## config.mk

```make
export PLATFORM = sky130hd
export DESIGN_NAME = move_scheduler
export DESIGN_NICKNAME = d
export VERILOG_FILES = /design/src/rtl/move_scheduler.sv
export SDC_FILE = /design/constraint.sdc
export NUM_CORES = 1
export LEC_CHECK = 0
export BUFFER_PORTS_ARGS = -buffer_cell sky130_fd_sc_hd__buf_2
export CORE_ASPECT_RATIO = 1.25
export CORE_MARGIN = 5
export CORE_UTILIZATION = 33
export CTS_CLUSTER_DIAMETER = 60
export DETAILED_ROUTE_END_ITERATION = 10
export PLACE_DENSITY = 0.56
export SETUP_SLACK_MARGIN = 0.05
export SYNTH_ARGS = -nofsm -noshare
export SYNTH_HDL_FRONTEND = slang
export SYNTH_SLANG_ARGS = --single-unit
```

## constraint.sdc

```tcl
create_clock -name i_clk -period 3.3 [get_ports i_clk]
set_input_delay 0.165 -clock i_clk [delete_from_list [all_inputs] [get_ports i_clk]]
set_output_delay 0.165 -clock i_clk [all_outputs]
set_load 0.01 [all_outputs]
```

## src/rtl/move_scheduler.sv

```systemverilog
// move_scheduler: synchronizes/debounces four active-low buttons and issues start/move commands over valid/ready.
// Optional 2-entry command queue for presses arriving during ISSUE: define MOVE_SCHED_QUEUE_EN.
module move_scheduler #(
  parameter int DEBOUNCE_CYCLES = 4
) (
  input  logic       i_clk,
  input  logic       i_reset,
  input  logic       i_mov_right,
  input  logic       i_mov_left,
  input  logic       i_mov_up,
  input  logic       i_mov_down,
  input  logic       i_win,
  input  logic       i_defeat,
  input  logic       i_cmd_ready,
  output logic       o_cmd_valid,
  output logic       o_cmd_start,
  output logic [1:0] o_cmd_dir,
  output logic       o_locked,
  output logic [7:0] o_dropped_cnt
);
  localparam int CW = $clog2(DEBOUNCE_CYCLES);

  typedef enum logic [1:0] {S_IDLE, S_READY, S_ISSUE, S_OVER} state_t;

  logic [3:0]    w_btnN;
  logic [3:0]    r_sync1, r_sync2, r_db, r_dbPrev;
  logic [CW-1:0] r_cnt [4];
  logic [3:0]    w_ev;
  logic          w_anyEv, w_gameOver;
  logic [2:0]    w_evCount, w_lose, w_dropInc;
  logic [1:0]    w_winDir;
  logic [8:0]    w_dropSum;

  state_t     r_state, w_stateNext;
  logic       r_cmdStart, w_startNext;
  logic [1:0] r_cmdDir, w_dirNext;
  logic [7:0] r_dropped;
`ifdef MOVE_SCHED_QUEUE_EN
  logic [1:0] r_q0, r_q1, r_qCount, w_q0Next, w_q1Next, w_qCountNext;
`endif

  // Bit order is also the arbitration order: right, left, up, down.
  assign w_btnN = {i_mov_down, i_mov_up, i_mov_left, i_mov_right};

  always_ff @(posedge i_clk) begin
    if (i_reset) begin
      r_sync1  <= '1;
      r_sync2  <= '1;
      r_db     <= '1;
      r_dbPrev <= '1;
      for (int i = 0; i < 4; i++) r_cnt[i] <= '0;
    end else begin
      r_sync1  <= w_btnN;
      r_sync2  <= r_sync1;
      r_dbPrev <= r_db;
      for (int i = 0; i < 4; i++) begin
        if (r_sync2[i] == r_db[i]) begin
          r_cnt[i] <= '0;
        end else if (r_cnt[i] == CW'(DEBOUNCE_CYCLES - 1)) begin
          r_db[i]  <= r_sync2[i];
          r_cnt[i] <= '0;
        end else begin
          r_cnt[i] <= r_cnt[i] + CW'(1);
        end
      end
    end
  end

  // A press is a debounced 1->0 edge, seen one cycle after the debounced level flips.
  assign w_ev       = r_dbPrev & ~r_db;
  assign w_anyEv    = |w_ev;
  assign w_evCount  = {2'b0, w_ev[0]} + {2'b0, w_ev[1]} + {2'b0, w_ev[2]} + {2'b0, w_ev[3]};
  assign w_lose     = w_evCount - 3'd1;
  assign w_gameOver = i_win | i_defeat;

  always_comb begin
    w_winDir = 2'd0;
    if (w_ev[0])      w_winDir = 2'd0;
    else if (w_ev[1]) w_winDir = 2'd1;
    else if (w_ev[2]) w_winDir = 2'd2;
    else if (w_ev[3]) w_winDir = 2'd3;
  end

  always_comb begin
    w_stateNext = r_state;
    w_startNext = r_cmdStart;
    w_dirNext   = r_cmdDir;
    w_dropInc   = 3'd0;
`ifdef MOVE_SCHED_QUEUE_EN
    w_q0Next     = r_q0;
    w_q1Next     = r_q1;
    w_qCountNext = r_qCount;
`endif
    case (r_state)
      S_IDLE: begin
        if (w_anyEv) begin
          w_stateNext = S_ISSUE;
          w_startNext = 1'b1;
          w_dirNext   = 2'd0;
          w_dropInc   = w_lose;
        end
      end
      S_READY: begin
        if (w_gameOver) begin
          w_stateNext = S_OVER;
        end else if (w_anyEv) begin
          w_stateNext = S_ISSUE;
          w_startNext = 1'b0;
          w_dirNext   = w_winDir;
          w_dropInc   = w_lose;
        end
      end
      S_ISSUE: begin
        // Game over takes precedence over a simultaneous transfer.
        if (w_gameOver) begin
          w_stateNext = S_OVER;
          w_startNext = 1'b0;
          w_dirNext   = 2'd0;
`ifdef MOVE_SCHED_QUEUE_EN
          w_qCountNext = 2'd0;
`endif
        end else begin
`ifdef MOVE_SCHED_QUEUE_EN
          if (i_cmd_ready) begin
            w_startNext = 1'b0;
            if (r_qCount != 2'd0) begin
              w_dirNext    = r_q0;
              w_q0Next     = r_q1;
              w_qCountNext = r_qCount - 2'd1;
              if (w_anyEv) begin
                if (r_qCount == 2'd1) w_q0Next = w_winDir;
                else                  w_q1Next = w_winDir;
                w_qCountNext = r_qCount;
                w_dropInc    = w_lose;
              end
            end else if (w_anyEv) begin
              w_dirNext = w_winDir;
              w_dropInc = w_lose;
            end else begin
              w_stateNext = S_READY;
              w_dirNext   = 2'd0;
            end
          end else if (w_anyEv) begin
            if (r_qCount == 2'd2) begin
              w_dropInc = w_evCount;
            end else begin
              if (r_qCount == 2'd0) w_q0Next = w_winDir;
              else                  w_q1Next = w_winDir;
              w_qCountNext = r_qCount + 2'd1;
              w_dropInc    = w_lose;
            end
          end
`else
          if (i_cmd_ready) begin
            w_stateNext = S_READY;
            w_startNext = 1'b0;
            w_dirNext   = 2'd0;
          end
          w_dropInc = w_evCount;
`endif
        end
      end
      default: begin
      end
    endcase
  end

  assign w_dropSum = {1'b0, r_dropped} + {6'b0, w_dropInc};

  always_ff @(posedge i_clk) begin
    if (i_reset) begin
      r_state    <= S_IDLE;
      r_cmdStart <= 1'b0;
      r_cmdDir   <= 2'd0;
      r_dropped  <= 8'd0;
`ifdef MOVE_SCHED_QUEUE_EN
      r_q0       <= 2'd0;
      r_q1       <= 2'd0;
      r_qCount   <= 2'd0;
`endif
    end else begin
      r_state    <= w_stateNext;
      r_cmdStart <= w_startNext;
      r_cmdDir   <= w_dirNext;
      r_dropped  <= w_dropSum[8] ? 8'hFF : w_dropSum[7:0];
`ifdef MOVE_SCHED_QUEUE_EN
      r_q0       <= w_q0Next;
      r_q1       <= w_q1Next;
      r_qCount   <= w_qCountNext;
`endif
    end
  end

  assign o_cmd_valid   = (r_state == S_ISSUE);
  assign o_cmd_start   = r_cmdStart;
  assign o_cmd_dir     = r_cmdDir;
  assign o_locked      = (r_state == S_OVER);
  assign o_dropped_cnt = r_dropped;

endmodule

```

==> summary.md <==
| Metric | Value |
|---|---|
| Status | `finished clean` |
| Gr usage total | `under 10%` |
| Critical path startpoint category | `flip-flop` |
| WP data arrival | `3.32 ns` |
| Row count | `30` |
| TritonCTS buffer count | `5` |
| Vias in the first global route | `~1300` |
| TritonCTS clock tree | `done` |
| Initial Util | `about a third` |
| Top Usage Layer GRT | `met2` |
| Worst Setup SP | `r_db[0]` |
| Post-placement cell count | `around 280` |
| Count leader, synth | `dfxtp_1` |
| Synth area leaders | `dfxtp_1 32%, edfxtp_1 13%, ha_1 11%` |
| CP endpoint | `o_dropped_cnt[5]` |
| Filler cells | `between 500 and 600` |
| Setup repair after global routing missed its margin | `false` |
| Area Overhead vs Synth | `24.2%` |
| Avg WL per Cell | `between 10 and 15 um` |
| Final Cell Area | `roughly 2300 um2` |
| Mapped Cells | `183` |
| Setup violators final | `0` |
| Met3 GRT Util | `between 2 and 3%` |
| WL final | `around 3200 um` |
| Synth warn | `0` |
| Die area | `7130 um2` |
| Min Tclk post-route | `between 3 and 4 ns` |
| Pwr Density | `around 460 nW/um2` |
| PortBufs | `21` |
| Yosys top cell by area | `dfxtp_1` |
| First-pass detailed-route iteration total | `4` |
| Final HPWL DP | `between 2000 and 2500 um` |
| # clock sinks | `37` |
| FF+latch count, synth | `37` |
| Clock Skew | `between 0.007 and 0.008 ns` |
| Leak | `about 1.0 nW` |
| Setup WS post-layout | `0.199 ns` |
| Post-synth EDFFs | `8` |
| Initial antenna violation count | `0` |
| Final Max Tran Viols | `0` |
| Worst path required time | `3.52 ns` |
| Die width | `~77 um` |
| Setup CP Type | `flip-flop to flip-flop` |
| Synth unique cells | `39` |
| Detailed Route Iter0 Violations | `26` |
| CORE AREA | `between 5000 and 6000 um2` |
| Number of max-cap violations | `0` |
| Layout cell share with drive strength beyond 1 | `between 20 and 30%` |
| Placement Setup Slack | `-0.0429 ns` |
| Vias/cell | `between 4 and 5` |
| Top Ports | `22` |
| Asr flop ratio synth | `0%` |
| Root buf cell | `clkbuf_8` |
| Worst hold-check slack | `0.0521 ns` |
| Met1 usage | `roughly 10%` |
| CP Capture Type | `flip-flop` |
| Global-route wire length before repair | `5610 um` |
| DRC Markers | `0` |
| Final std cells w/o fill | `~290` |
| Crit Path Max Fanout | `2` |
| Met2 global-route usage | `between 15 and 20%` |
| Peak supply drop | `approximately 0.26 mV` |
| Hold bufs inserted after CTS | `0` |
| Via Count | `around 1300` |
| Die H | `approximately 93 um` |
| GRT overflow | `0` |
| Clock insertion delay at the later pin of the skew report | `between 0.2 and 0.3 ns` |
| CTS Buffer Depth | `2` |
| HP Class | `primary input to flip-flop` |
| Synthesized area | `about 1800 um2` |
| Sequential-to-total area share from yosys stat | `between 40 and 50%` |
| Worst reg2reg path startpoint | `r_db[0]` |
| Top_reg_cell synth | `dfxtp_1` |
| R2R depth | `15` |
| RD Place Congestion | `between 0.7 and 0.8` |
| # diodes | `0` |
| Synth top cells by count | `29 x dfxtp_1, 19 x inv_1, 16 x ha_1` |
| Syn_area_per_cell | `9.98 um2` |
| Placed instance area | `around 2100 um2` |
| Fin nets | `roughly 250` |
| Final period utilization | `roughly 94%` |
| Reg2Reg Setup Slack | `a little under 0.2 ns` |
| ANT nets after route | `0` |
| Endpoints failing hold | `0` |
| Yosys top cell area share | `31.8%` |
| Worst-path clk slew | `roughly 0.08 ns` |
| Largest net degree at the start of global routing | `30` |
| Max Freq | `around 320 MHz` |
| RR Endpoint | `o_dropped_cnt[5]` |
| Htree depth | `2` |
critical path: stages, from the launching register on:
cell and delay, ns:
dfxtp_2 0.32, nand2b_4 0.15, ha_4 0.24, ha_4 0.23, ha_2 0.19, ha_4 0.26, inv_1 0.04, ha_1 0.26
inv_1 0.04, a22o_1 0.21, and2b_1 0.16, ha_1 0.26, a21o_1 0.14, a21oi_2 0.06, or3_1 0.31, a31oi_1 0.17
how the worst min path moves through the flow:
stage / from / end / slack [ns] / cells past startpoint
final: i_mov_up / r_sync1[2] / 0.05 / 2
after global routing: i_mov_up / r_sync1[2] / 0.04 / 2
after CTS: i_mov_up / r_sync1[2] / 0.04 / 2
after detailed placement: i_mov_left / r_sync1[1] / 0.35 / 2
after global placement: i_mov_right / r_sync1[0] / 0.35 / 2
after floorplan: i_mov_right / r_sync1[0] / 0.27 / 1
flip-flops by register name (all words and copies together), names as in the netlist:
signal / flops
o_cmd_dir: 2
r_state: 2
r_dbPrev: 4
r_cnt: 8
r_sync2: 4
r_sync1: 4
r_db: 4
o_cmd_start: 1
o_dropped_cnt: 8
metal layers:
metal	part of all wire [%]	up-vias	routed length (um)
met2	51	16	1640
met1	43	631	1390
met3	3.4	5	108
li1	-	693	-
met4	2.0	0	65
met5	0	-	0
power breakdown:
group	switching (W)	internal (W)	leakage [nW]	total, W
clock network	0.000170	0.000227	0.0585	0.000397
logic	0.0000755	0.0000663	0.645	0.000142
registers	0.0000116	0.000483	0.318	0.000495
what timing repair did:
| item | in CTS | in global routing |
|---|---|---|
| pin swaps | 3 | 8 |
| cloned | 0 | 0 |
| resized for setup | 4 | 7 |
| endpoints found under the setup margin | 7 | 8 |
| hold endpoints to repair | 0 | 0 |
| buffers inserted | 1 | 1 |
final cells by class:
cell class	count	area, um2	share of cell area, %
repair buffers	29	165	7.28
inverters	19	71.3	3.14
well taps	64	80.1	3.53
multi-input cells	131	1020	44.9
flip-flops and latches	37	822	36.2
clock buffers	5	68.8	3.03
clock inverters	3	43.8	1.93
through the flow:
| step | TNS [ns] | utilization [%] | power [W] |
|---|---|---|---|
| 3_3_place_gp | 0 | 38.3 | 0.000645 |
| 5_1_grt | 0 | 42.0 | 0.00108 |
| 4_1_cts | 0 | 40.9 | 0.00105 |
| 3_5_place_dp | -0.163 | 38.3 | 0.000647 |
| 2_1_floorplan | 0 | - | 0.000606 |
| 6_report | 0 | 42.0 | 0.00103 |
layout by cell type (no fill, tap or decap), types with 2 or more instances in the layout:
master / synthesis / routed
xnor2_1: 5 / 5
nand2_1: 10 / 10
a21oi_1: 9 / 8
nand2b_4: 1 / 3
buf_4: 0 / 8
nand3b_1: 2 / 2
xor2_1: 2 / 2
a21o_1: 3 / 3
mux2i_1: 8 / 8
ha_1: 16 / 12
a21oi_2: 1 / 2
nor2_1: 14 / 14
a311oi_1: 2 / 2
o21a_1: 2 / 2
o21ai_0: 4 / 4
clkbuf_8: 0 / 5
inv_1: 19 / 19
conb_1: 1 / 8
ha_4: 0 / 3
edfxtp_1: 8 / 8
buf_2: 0 / 21
nand2b_1: 4 / 2
or3_1: 5 / 5
a31oi_1: 3 / 3
dfxtp_1: 29 / 28
or2_2: 13 / 13
o2111ai_1: 2 / 2
o211ai_1: 2 / 2
cell families (layout without fill, tap and decap cells):
family,count (synthesis),after routing,synth area share [%]
compound gates,32,32,12.1
xor+xnor,7,7,3.36
fa+ha+maj,17,17,12.1
buf+inv,22,56,4.52
flops,37,37,44.9
mux,9,9,5.00
other cells,1,8,0.205
simple gates,58,58,17.8
No activity file was read; power rests on OpenSTA's default activity.
